===== config.mk =====
export PLATFORM = sky130hd
export DESIGN_NAME = uart_mem_loader
export DESIGN_NICKNAME = d
export VERILOG_FILES = /design/src/rtl/loader_pkg.sv /design/src/rtl/loader_frame_parser.sv /design/src/rtl/uart_mem_loader.sv
export SDC_FILE = /design/constraint.sdc
export NUM_CORES = 1
export LEC_CHECK = 0
export CORE_AREA = 10 10 124 126
export CTS_BUF_LIST = sky130_fd_sc_hd__clkbuf_2 sky130_fd_sc_hd__clkbuf_4 sky130_fd_sc_hd__clkbuf_8
export DETAILED_ROUTE_END_ITERATION = 10
export DIE_AREA = 0 0 134 136
export GPL_TIMING_DRIVEN = 0
export PLACE_DENSITY = 0.56
export SLEW_MARGIN = 25
export SYNTH_ARGS = -nofsm -noshare
export SYNTH_HDL_FRONTEND = slang
export SYNTH_SLANG_ARGS = --single-unit

===== constraint.sdc =====
create_clock -name clk -period 5.6 [get_ports clk]
set_clock_uncertainty 0.1 [all_clocks]
set_input_delay 1.12 -clock clk [delete_from_list [all_inputs] [get_ports clk]]
set_output_delay 1.12 -clock clk [all_outputs]
set_load 0.05 [all_outputs]

===== src/rtl/loader_pkg.sv =====
// Shared constants and state types for uart_mem_loader and its frame parser.
// Latency: none, declarations only.
// Backpressure: none, declarations only.
package loader_pkg;

  localparam logic [7:0] START_BYTE  = 8'hF5;
  localparam logic [7:0] STOP_BYTE   = 8'hFA;
  localparam logic [7:0] DUMP_BYTE   = 8'hF6;
  localparam int         ADDR_W      = 10;
  localparam int         DATA_W      = 12;
  localparam logic [2:0] PAYLOAD_LEN = 3'd4;

  typedef enum logic [1:0] {IDLE, PAYLOAD, ERR} parse_state_t;

  typedef enum logic [2:0] {W_IDLE, ADDR_L, DATA_L, ADDR_U, DATA_U, CLEAR} wr_state_t;

  // 8-bit increment that sticks at 255
  function automatic logic [7:0] sat_inc8(input logic [7:0] v);
    return (v == 8'hFF) ? v : v + 8'd1;
  endfunction

endpackage


===== src/rtl/loader_frame_parser.sv =====
// Parses F5 <4 payload> FA host frames into one (addr, data) write command; flags F6 dump requests.
// Latency: commit is combinational with the STOP strobe; dump_req is registered one cycle after F6.
// Backpressure: none; a commit raised while the writer is busy is dropped by the top and counted here.
module loader_frame_parser
  import loader_pkg::*;
(
  input  logic              clk,
  input  logic              rst,
  input  logic [7:0]        rx_data,
  input  logic              rx_valid,
  input  logic              wr_busy,
  output logic              commit,
  output logic [ADDR_W-1:0] addr,
  output logic [DATA_W-1:0] data,
  output logic              dump_req,
  output logic [7:0]        err_count
);

  parse_state_t state, state_n;
  logic [2:0]   cnt, cnt_n;
  logic [4:0]   sh0, sh1;
  logic [5:0]   sh2, sh3;
  logic         is_start, is_stop, is_dump, is_pay;
  logic         store, frm_err;

  assign is_start = (rx_data == START_BYTE);
  assign is_stop  = (rx_data == STOP_BYTE);
  assign is_dump  = (rx_data == DUMP_BYTE);
  assign is_pay   = rx_valid && !is_start && !is_stop && !is_dump;

  // A complete frame commits on its STOP byte, in the same cycle
  assign commit = rx_valid && is_stop && (state == PAYLOAD) && (cnt == PAYLOAD_LEN);

  // Parser state and payload index register
  always_ff @(posedge clk or posedge rst) begin
    if (rst) begin
      state <= IDLE;
      cnt   <= '0;
    end else begin
      state <= state_n;
      cnt   <= cnt_n;
    end
  end

  // Next state: only valid bytes move the parser, and a dump byte never does.
  // A stray STOP while IDLE is not inside any frame and is ignored.
  always_comb begin
    state_n = state;
    cnt_n   = cnt;
    if (rx_valid && !is_dump) begin
      if (is_start) begin
        state_n = PAYLOAD;
        cnt_n   = '0;
      end else if (is_stop) begin
        state_n = IDLE;
      end else if (state == PAYLOAD) begin
        if (cnt == PAYLOAD_LEN) state_n = ERR;
        else                    cnt_n   = cnt + 3'd1;
      end
    end
  end

  // Outputs: shadow write enable, framing error, and the field mapping
  always_comb begin
    store   = is_pay && (state == PAYLOAD) && (cnt != PAYLOAD_LEN);
    frm_err = (rx_valid && is_stop &&
               ((state == ERR) || ((state == PAYLOAD) && (cnt != PAYLOAD_LEN)))) ||
              (is_pay && (state == PAYLOAD) && (cnt == PAYLOAD_LEN));
    addr    = {sh0, sh1};
    data    = {sh2, sh3};
  end

  // Shadow capture; only the bits the field mapping uses are kept
  always_ff @(posedge clk or posedge rst) begin
    if (rst) begin
      sh0 <= '0;
      sh1 <= '0;
      sh2 <= '0;
      sh3 <= '0;
    end else if (store) begin
      case (cnt[1:0])
        2'd0:    sh0 <= rx_data[4:0];
        2'd1:    sh1 <= rx_data[4:0];
        2'd2:    sh2 <= rx_data[5:0];
        default: sh3 <= rx_data[5:0];
      endcase
    end
  end

  // Error counter (framing and overrun) and the one-cycle dump pulse
  always_ff @(posedge clk or posedge rst) begin
    if (rst) begin
      err_count <= '0;
      dump_req  <= 1'b0;
    end else begin
      if (frm_err || (commit && wr_busy)) err_count <= sat_inc8(err_count);
      dump_req <= rx_valid && is_dump;
    end
  end

endmodule


===== src/rtl/uart_mem_loader.sv =====
// UART frame loader: turns parsed host frames into 4-cycle memory_fpga writes, CPU passthrough when idle.
// Latency: first bus cycle 1 cycle after the STOP strobe, 4 bus cycles; passthrough is combinational.
// Backpressure: none; a frame completing while the writer is busy is dropped as overrun. Option: LOADER_CLEAR_EN.
module uart_mem_loader
  import loader_pkg::*;
(
  input  logic              clk,
  input  logic              rst,
  input  logic [7:0]        rx_data,
  input  logic              rx_valid,
  input  logic [ADDR_W-1:0] cpu_addr_data,
  input  logic              cpu_read_write,
  input  logic              cpu_write_commit,
  output logic [ADDR_W-1:0] mem_addr_data,
  output logic              mem_read_write,
  output logic              mem_write_commit,
  output logic              dump_req,
  output logic              loader_busy,
  output logic [7:0]        frame_count,
  output logic [7:0]        err_count
);

  wr_state_t         state, state_n;
  logic              cmd_vld, wr_busy, accept;
  logic [ADDR_W-1:0] cmd_addr, wr_addr;
  logic [DATA_W-1:0] cmd_data, wr_data;

`ifdef LOADER_CLEAR_EN
  logic        boot;
  logic [1:0]  clr_phase;
  logic [10:0] clr_addr;
  // The first cycle after reset is reserved for entering CLEAR
  assign wr_busy = (state != W_IDLE) || boot;
`else
  assign wr_busy = (state != W_IDLE);
`endif
  assign accept = cmd_vld && !wr_busy;

  loader_frame_parser u_parser (
    .clk       (clk),
    .rst       (rst),
    .rx_data   (rx_data),
    .rx_valid  (rx_valid),
    .wr_busy   (wr_busy),
    .commit    (cmd_vld),
    .addr      (cmd_addr),
    .data      (cmd_data),
    .dump_req  (dump_req),
    .err_count (err_count)
  );

  // Writer state register; loader_busy is registered from the next state so it tracks the bus owner
  always_ff @(posedge clk or posedge rst) begin
    if (rst) begin
      state       <= W_IDLE;
      loader_busy <= 1'b0;
    end else begin
      state       <= state_n;
      loader_busy <= (state_n != W_IDLE);
    end
  end

  // Capture an accepted command and count it as a good frame
  always_ff @(posedge clk or posedge rst) begin
    if (rst) begin
      wr_addr     <= '0;
      wr_data     <= '0;
      frame_count <= '0;
    end else if (accept) begin
      wr_addr     <= cmd_addr;
      wr_data     <= cmd_data;
      frame_count <= frame_count + 8'd1;
    end
  end

`ifdef LOADER_CLEAR_EN
  // Clear sweep: phase walks the 4-beat write, address advances after each commit beat
  always_ff @(posedge clk or posedge rst) begin
    if (rst) begin
      boot      <= 1'b1;
      clr_phase <= '0;
      clr_addr  <= '0;
    end else begin
      boot <= 1'b0;
      if (state == CLEAR) begin
        clr_phase <= clr_phase + 2'd1;
        if (clr_phase == 2'd3) clr_addr <= clr_addr + 11'd1;
      end
    end
  end
`endif

  // Writer next state: fixed four-beat sequence per accepted command
  always_comb begin
    state_n = state;
    case (state)
`ifdef LOADER_CLEAR_EN
      W_IDLE: if (boot) state_n = CLEAR;
              else if (accept) state_n = ADDR_L;
      CLEAR:  if ((clr_phase == 2'd3) && (clr_addr == 11'd1023)) state_n = W_IDLE;
`else
      W_IDLE: if (accept) state_n = ADDR_L;
`endif
      ADDR_L:  state_n = DATA_L;
      DATA_L:  state_n = ADDR_U;
      ADDR_U:  state_n = DATA_U;
      DATA_U:  state_n = W_IDLE;
      default: state_n = W_IDLE;
    endcase
  end

  // Bus mux: loader beats while writing, CPU passthrough otherwise
  always_comb begin
    mem_addr_data    = wr_addr;
    mem_read_write   = 1'b1;
    mem_write_commit = 1'b0;
    case (state)
      ADDR_L, ADDR_U: ;
      DATA_L: mem_addr_data = {{(ADDR_W-6){1'b0}}, wr_data[5:0]};
      DATA_U: begin
        mem_addr_data    = {{(ADDR_W-6){1'b0}}, wr_data[11:6]};
        mem_write_commit = 1'b1;
      end
`ifdef LOADER_CLEAR_EN
      CLEAR: begin
        mem_addr_data    = clr_phase[0] ? '0 : clr_addr[ADDR_W-1:0];
        mem_write_commit = (clr_phase == 2'd3);
      end
`endif
      default: begin
        mem_addr_data    = cpu_addr_data;
        mem_read_write   = cpu_read_write;
        mem_write_commit = cpu_write_commit;
      end
    endcase
  end

endmodule


== Word-level counts from Yosys, hierarchy flattened ==
Index checks and enable logic that the tools add are counted.

* Register bits: 70
* Bits in latches: 0
* Bits in writable memories: 0
* Bits in read-only memories: 0
* Input bits: 23
* Output and inout port bits: 30
* Logic and storage cells: 87
* Memories: 0

* $add $sub $neg: 3
* Multiply operators: 0
* Divide/modulo/power cells: 0
* Magnitude comparators: 0
* Eq/ne operators: 16
* Shifts and indexed selects: 0
* Multiplexer cells: 13
* Bitwise gates (word level): 2
* Reductions and logical operators: 40

{| class="wikitable"
|+ Operators with widths
! operator !! number
|-
| $eq A8 B8 Y1 const B || 4
|-
| $pmux W10 S3 || 1
|-
| $add A8 B1 Y8 const B || 2
|-
| $logic_and A1 B1 Y1 || 15
|-
| $mux W3 || 5
|-
| $pmux W3 S4 || 1
|-
| $reduce_bool A3 Y1 || 4
|-
| $reduce_and A2 Y1 || 5
|-
| $mux W2 || 4
|-
| $eq A3 B2 Y1 const B || 2
|-
| $eq A3 B3 Y1 const B || 2
|-
| $reduce_or A3 Y1 || 2
|-
| $eq A2 B1 Y1 const B || 2
|-
| $eq A2 B2 Y1 const B || 2
|-
| $logic_not A1 Y1 || 4
|-
| $ne A2 B1 Y1 const B || 2
|-
| $reduce_and A4 Y1 || 1
|-
| $reduce_or A4 Y1 || 1
|-
| $add A3 B1 Y3 const B || 1
|-
| $eq A3 B1 Y1 const B || 1
|-
| $logic_not A3 Y1 || 1
|-
| $logic_or A1 B1 Y1 || 3
|-
| $ne A3 B3 Y1 const B || 1
|-
| $reduce_and A3 Y1 || 1
|-
| 6 further kinds || 7
|}

== Longest topological paths before layout ==
Gate-level depths: netlist of run 1.

* Depth in word-level cells: 10
* Mapped depth: 9
* Gate-level depth less buffers: 7

== By module ==
From an unflattened synthesis of run 1, not the netlist that was laid out.

* Cell total of the unflattened synthesis: 263
* Area total of the unflattened synthesis: 3,518.4 µm²

{| class="wikitable"
|+ By module, submodules not included
! module !! times used !! cells an instance !! area an instance (µm²) !! sequential area each (µm²)
|-
| loader_frame_parser || 1 || 133 || 1,853.0 || 900.9
|-
| uart_mem_loader || 1 || 130 || 1,665.3 || 850.8
|}

== Worst setup path after synthesis of run 1 ==
OpenSTA, ideal clock, no wires.

* Kind: input to output
* Start: input cpu_addr_data[1]
* End: output mem_addr_data[1]
* Data arrival time: 2.399 ns
* Data required time: 4.380 ns
* Setup slack: 1.981 ns
* Cell stages on the path: 4
* Path buffers: 0
* Cells stage by stage: mux2i_1 -> nor2_1 -> a21oi_1 -> o21ai_0

* Word-level cells in the longest chain between the ends: 1

{| class="wikitable"
|+ Ends and longest elaborated chain
! element !! line !! source
|-
| start, declared || uart_mem_loader.sv:11 || <nowiki>input logic [ADDR_W-1:0] cpu_addr_data,</nowiki>
|-
| $pmux W10 S3 || uart_mem_loader.sv:117 || <nowiki>case (state)</nowiki>
|-
| end, declared || uart_mem_loader.sv:14 || <nowiki>output logic [ADDR_W-1:0] mem_addr_data,</nowiki>
|}

Every way passes these cells.

== Worst setup path after layout of run 1 ==
* Start: input cpu_addr_data[0]
* End: output mem_addr_data[0]

The elaborated chain is that of the path after synthesis.

==> impl_metrics.json, run 1 <==
{
  "first_global_vias": 2796,
  "cts_made_buffers": 9,
  "pwr-share-comb": 0.253,
  "io_buffers": 51,
  "tns_ps": 0,
  "cp-start-kind": "primary input",
  "setup_violations": 0,
  "max_freq_ghz": 0.236,
  "cpMostUsedCell": "clkdlybuf4s50_1",
  "swShare": 0.308,
  "cell_internal_pwr_mw": 0.934,
  "synth-edff-count": 0,
  "rsz0062_at_grt": "no",
  "max-slew-margin-rel": 0.564,
  "path_cells": "clkdlybuf4s50_1 > mux2_2 > o22ai_1 > o21ai_0 > o21a_1 > clkdlybuf4s50_1",
  "synth_common_cells": "80 x nand2_1, 70 x dfrtp_1, 30 x mux2_2",
  "postSynthCellCount": 334,
  "first_iter_violations": 122,
  "dp_cells": 562,
  "cts_tree": "yes",
  "core_area_sq_mm": 0.0130,
  "vias_per_cell": 4.53,
  "synth_area_per_cell_sq_um": 10.6,
  "hp-class": "reg -> reg",
  "post-route-period-util": 0.757,
  "ant_nets": 0,
  "gp_congestion": 0.775,
  "ir_drop_mv": 0.0907,
  "p_sw_mw": 0.416,
  "p_per_area_mw_per_mm2": 299,
  "grt_pass1_wl_um": 14200,
  "tightest_slew_ps": 654,
  "nFillCells": 1341,
  "yosysTopAreaCell": "dfrtp_1",
  "post_cts_resize_count": 0,
  "drive_above_1_share": 0.184,
  "synth.distinct_cells": 53,
  "die_w_um": 134,
  "required_ps": 4380,
  "clockBufferDepth": 2,
  "syn2layout_area_growth_pct": 27.4,
  "start_util": 0.273,
  "diodes": 0,
  "design_area_sq_mm": 0.00451,
  "overflow": 0,
  "boundaryPins": 53,
  "critPathArrivalTime_ps": 3020,
  "fin_cells": 578,
  "slowest_delay_ps": 800,
  "fin_nets": 426,
  "status": "completed",
  "power_frac_seq": 0.435,
  "hold_slack_ps": 368,
  "antenna_found_initial": 0,
  "clk_latency_ps": 340,
  "drv_cap": 0,
  "final_max_slew_viol_count": 0,
  "hpwl_um": 6330,
  "synth_area_sq_mm": 0.00354,
  "crit_path_end_kind": "primary output",
  "clk_pin_slew_ps": 70,
  "syn-num-nets": 363,
  "htree_levels": 3,
  "cts_setup_buffers": 0,
  "holdBufCountCts": 0,
  "core.rowCount": 42,
  "netlist.area_leader.share": 0.495,
  "clkSinkCount": 70,
  "cts-root-buf": "clkbuf_8",
  "p_total_mw": 1.35,
  "drt-total-wl_um": 8540,
  "synthArstFlopShare": 1.00,
  "dpl-instance-area_sq_mm": 0.00430,
  "yosys_most_used_dff": "dfrtp_1",
  "grt.total_usage": 0.0963,
  "power_frac_clock": 0.312,
  "critPathMaxFanout": 3,
  "leakagePower_nw": 2.13,
  "grt_max_degree": 53,
  "final-hold-violation-count": 0,
  "min_period_ps": 4240,
  "vias": 2616,
  "critical_path.slowest_cell": "clkdlybuf4s50_1",
  "yosys_warnings": 0,
  "synth_area_leaders": "dfrtp_1 49%, mux2_2 9.5%, nand2_1 8.5%",
  "synth_seq_cells": 70,
  "ys_seq_area_frac": 0.495,
  "drc": 0,
  "dieArea_sq_mm": 0.0182,
  "die_h_um": 136,
  "critPathKind": "in -> out",
  "wl_per_cell_um": 14.8,
  "drt_pre_antenna_iters": 4,
  "synth_most_common_cell": "nand2_1"
}
-- logic make-up after synthesis --
| logic type | Yosys count | share of synthesized area |
|---|---|---|
| AO/OA/AOI/OAI | 44 | 0.0961 |
| buffers and inverters | 20 | 0.0279 |
| AND/OR/NAND/NOR | 137 | 0.187 |
| flip-flops | 70 | 0.495 |
| XOR/XNOR | 16 | 0.0396 |
| multiplexers | 40 | 0.131 |
| adder cells (fa/ha/maj) | 7 | 0.0240 |
-- power by group through the flow --
| stage | combinational, mW | sequential [mW] | clock (mW) |
|---|---|---|---|
| 2_1_floorplan | 0.234 | 0.595 | 0 |
| 3_3_place_gp | 0.336 | 0.595 | 0 |
| 3_5_place_dp | 0.345 | 0.597 | 0 |
| 4_1_cts | 0.346 | 0.588 | 0.435 |
| 5_1_grt | 0.369 | 0.595 | 0.455 |
| 6_report | 0.342 | 0.588 | 0.421 |
-- per-stage QoR --
stage / utilization / worst slack (ps)
finish: 0.348 / 1360
global route: 0.348 / 1290
CTS: 0.348 / 1370
detailed placement: 0.332 / 1370
global placement: 0.329 / 1380
floorplan: - / 1980
-- sequential cells by signal, summed over array words and instances (netlist names), 5 cells and up --
register,flops
wr_addr,10
wr_data,12
u_parser.sh1,5
u_parser.err_count,8
u_parser.sh3,6
u_parser.sh2,6
frame_count,8
u_parser.sh0,5
-- area by class of cell --
type / count / area, sq um / share of cell area
Buffer: 15 / 80.1 / 0.0177
Clock buffer: 13 / 166 / 0.0369
Clock inverter: 3 / 42.5 / 0.00943
Inverter: 5 / 21.3 / 0.00471
Multi-Input combinational cell: 244 / 1690 / 0.375
Sequential cell: 70 / 1750 / 0.388
Tap cell: 176 / 220 / 0.0488
Timing Repair Buffer: 52 / 538 / 0.119
-- per-layer routing --
metal / wire length (um) / part of all wire / track usage
met3: 303 / 0.035 / 0.0236
met4: 123 / 0.014 / 0.0411
met2: 4020 / 0.47 / 0.157
met5: 0 / 0 / 0
met1: 4090 / 0.48 / 0.119
-- layout by cell type (no fill, tap or decap), types with 2 or more instances in the layout --
cell type and count:
nand2_1 80, dfrtp_1 70, clkdlybuf4s50_1 51, mux2_2 30, o21ai_0 12, nor2_1 12
clkbuf_8 11, xnor2_1 8, a21oi_1 8, xor2_1 8, nand3_1 7, nor3_1 6
clkbuf_1 6, ha_1 6, mux2_4 5, a22o_1 5, mux2i_1 5, a32oi_1 5
buf_2 4, nand2b_1 4, inv_1 4, nand4_1 4, nand2_4 3, and3_1 3
and4_1 2, buf_6 2, o311ai_0 2, nor2_2 2, nor3b_1 2, buf_1 2
nor2b_1 2, clkbuf_4 2
-- worst paths after layout --
path	startpoint	end	slack, ps	depth (start not counted)
setup / recovery	cpu_addr_data[0]	mem_addr_data[0]	1360	6
hold / removal	wr_addr[3]$_DFFE_PP0P_	wr_addr[3]$_DFFE_PP0P_	370	2
setup reg to reg	u_parser.cnt[0]$_DFFE_PP0P_	wr_data[11]$_DFFE_PP0P_	3230	8
hold reg to reg	wr_addr[3]$_DFFE_PP0P_	wr_addr[3]$_DFFE_PP0P_	370	2
max in group asynchronous	rst	u_parser.sh3[3]$_DFFE_PP0P_	3880	3
min in group asynchronous	rst	u_parser.err_count[2]$_DFFE_PP0P_	980	2
-- worst max-delay path: cells and delay by family --
family / cells / cell delay, ps
buffers and inverters: 2 / 1320
AOI/OAI and AO/OA: 3 / 410
muxes: 1 / 170
Note: power is estimated with default switching activity, not from simulation.
==> run 2: changes to the inputs <==
PLACE_DENSITY = 0.58   (was 0.56)
clock period = 3.77 ns   (was 5.6 ns; I/O delays follow)
==> impl_metrics.json, run 2 (synthesis gave the netlist of run 1 again) <==
{
  "critPathKind": "reg -> out",
  "dp_cells": 562,
  "critPathArrivalTime_ps": 2600,
  "multiInputGateArea_sq_mm": 0.00169,
  "layout_common_cells": "80 x nand2_1, 70 x dfrtp_1, 51 x clkdlybuf4s50_1, 30 x mux2_2",
  "critical_path.slowest_cell": "clkdlybuf4s50_1",
  "drive_above_1_share": 0.185,
  "vias_per_cell": 4.47,
  "use_met3": 0.0269,
  "ir_drop_mv": 0.132,
  "holdCritStartpoint": "wr_addr[3]$_DFFE_PP0P_",
  "reg_top3": "wr_data: 12 flops, wr_addr: 10 flops",
  "fin_nets": 426,
  "final-hold-violation-count": 0,
  "critPathMaxFanout": 10,
  "reg2reg_depth": 7,
  "path_cells": "buf_1 > mux2_2 > a32oi_1 > o21ai_0 > clkdlybuf4s50_1",
  "leakagePower_nw": 2.12,
  "required_ps": 2920,
  "core_area_sq_mm": 0.0130,
  "cts-root-buf": "clkbuf_8",
  "antenna_found_initial": 0,
  "drt-total-wl_um": 8230,
  "boundaryPins": 53,
  "hpwl_um": 6300,
  "slowest_delay_ps": 720,
  "busiest_layer": "met2",
  "clockBufferDepth": 2,
  "ant_nets": 0,
  "vias": 2581,
  "setup_violations": 0,
  "io_buffers": 51,
  "rsz0062_at_grt": "no",
  "cts_tree": "yes",
  "grtUsageMet2": 0.159,
  "whs_path_depth": 2,
  "dieArea_sq_mm": 0.0182,
  "clk_pin_slew_ps": 80,
  "cts_made_buffers": 9,
  "dpl_worst_slack_ps": 343,
  "setup_ws_ps": 315,
  "clk_latency_ps": 330,
  "die_h_um": 136,
  "met1_usage": 0.118,
  "crit_path_end_kind": "primary output",
  "r2r_slack_ps": 1420,
  "nFillCells": 1337,
  "regArea_sq_mm": 0.00175,
  "max-slew-margin-rel": 0.571,
  "hold_path_end": "wr_addr[3]$_DFFE_PP0P_",
  "die_w_um": 134,
  "path_buf_inv": 2,
  "status": "completed",
  "p_per_area_mw_per_mm2": 439,
  "diodes": 0,
  "grt_pass1_wl_um": 14300,
  "hp-class": "reg -> reg",
  "wl_per_cell_um": 14.3,
  "max_freq_ghz": 0.289,
  "fin_cells": 577,
  "tightest_slew_ps": 643,
  "syn2layout_area_growth_pct": 27.1,
  "final_common_cell": "nand2_1",
  "drv_cap": 0,
  "gp_congestion": 0.796,
  "core.rowCount": 42,
  "largest_reg_flops": 12,
  "start_util": 0.273,
  "min_period_ps": 3460,
  "p_total_mw": 1.97,
  "grt_max_degree": 55,
  "final_max_slew_viol_count": 0,
  "drc": 0,
  "worstReg2RegStart": "u_parser.cnt[0]$_DFFE_PP0P_",
  "clkSinkCount": 70,
  "reg2reg_to": "loader_busy$_DFF_PP0_",
  "post-route-period-util": 0.916,
  "grt.total_usage": 0.0957,
  "cts_setup_buffers": 0,
  "regMostFlops": "wr_data",
  "drt_pre_antenna_iters": 4,
  "first_iter_violations": 178,
  "first_global_vias": 2697,
  "htree_levels": 3,
  "cp-start-kind": "flop",
  "critPathTopFamily": "buffers and inverters",
  "overflow": 0
}
[run 2: cell type report]
cell class | instances | area share
timing repair buffer | 52 | 0.120
sequential | 70 | 0.389
tap | 176 | 0.0489
clock inverter | 5 | 0.0131
multi-input combinational | 244 | 0.376
inverter | 5 | 0.00473
clock buffer | 10 | 0.0306
buffer | 15 | 0.0181
[run 2: metrics by stage]
stage | hold slack (ps) | util | setup TNS (ps) | area (sq um)
after detailed placement | 356 | 0.332 | 0 | 4300
after global placement | 351 | 0.329 | -3410 | 4270
final | 371 | 0.347 | 0 | 4500
after floorplan | 333 | - | 0 | 3540
after global routing | 391 | 0.347 | 0 | 4500
after CTS | 372 | 0.347 | 0 | 4500
[run 2: repair_timing]
action                                  in CTS  in global routing
gates resized for setup                      0                  1
endpoints found under the setup margin       0                  1
hold buffers                                 0                  0
[run 2: worst max-delay path by stage]
stage	cells past startpoint	slack [ps]	from	endpoint
3_3_place_gp	2	-50	rst	wr_addr[2]$_DFFE_PP0P_
2_1_floorplan	5	820	state[2]$_DFF_PP0_	mem_addr_data[1]
4_1_cts	6	160	state[2]$_DFF_PP0_	mem_addr_data[0]
5_1_grt	6	100	state[2]$_DFF_PP0_	mem_addr_data[4]
3_5_place_dp	6	340	cpu_addr_data[0]	mem_addr_data[0]
6_report	5	310	state[2]$_DFF_PP0_	mem_addr_data[4]
[run 2: metal layers]
layer  vias up  wire, um  part of all wire
met5         -         0                 0
met2        50      3960              0.48
met3         8       307             0.037
met1      1246      3860              0.47
met4         0       104             0.013
li1       1277         -                 -
[run 2: report_power, final]
part	internal (mW)	leakage, nW	switching (mW)
Combinational	0.208	1.06	0.296
Clock	0.321	0.0948	0.274
Sequential	0.825	0.961	0.0500
Total	1.35	2.12	0.621
[run 2: worst min-delay path: cells and delay by family, from the launching register on]
family | cells | cell delay, ps
flops | 1 | 350
simple gates | 2 | 100
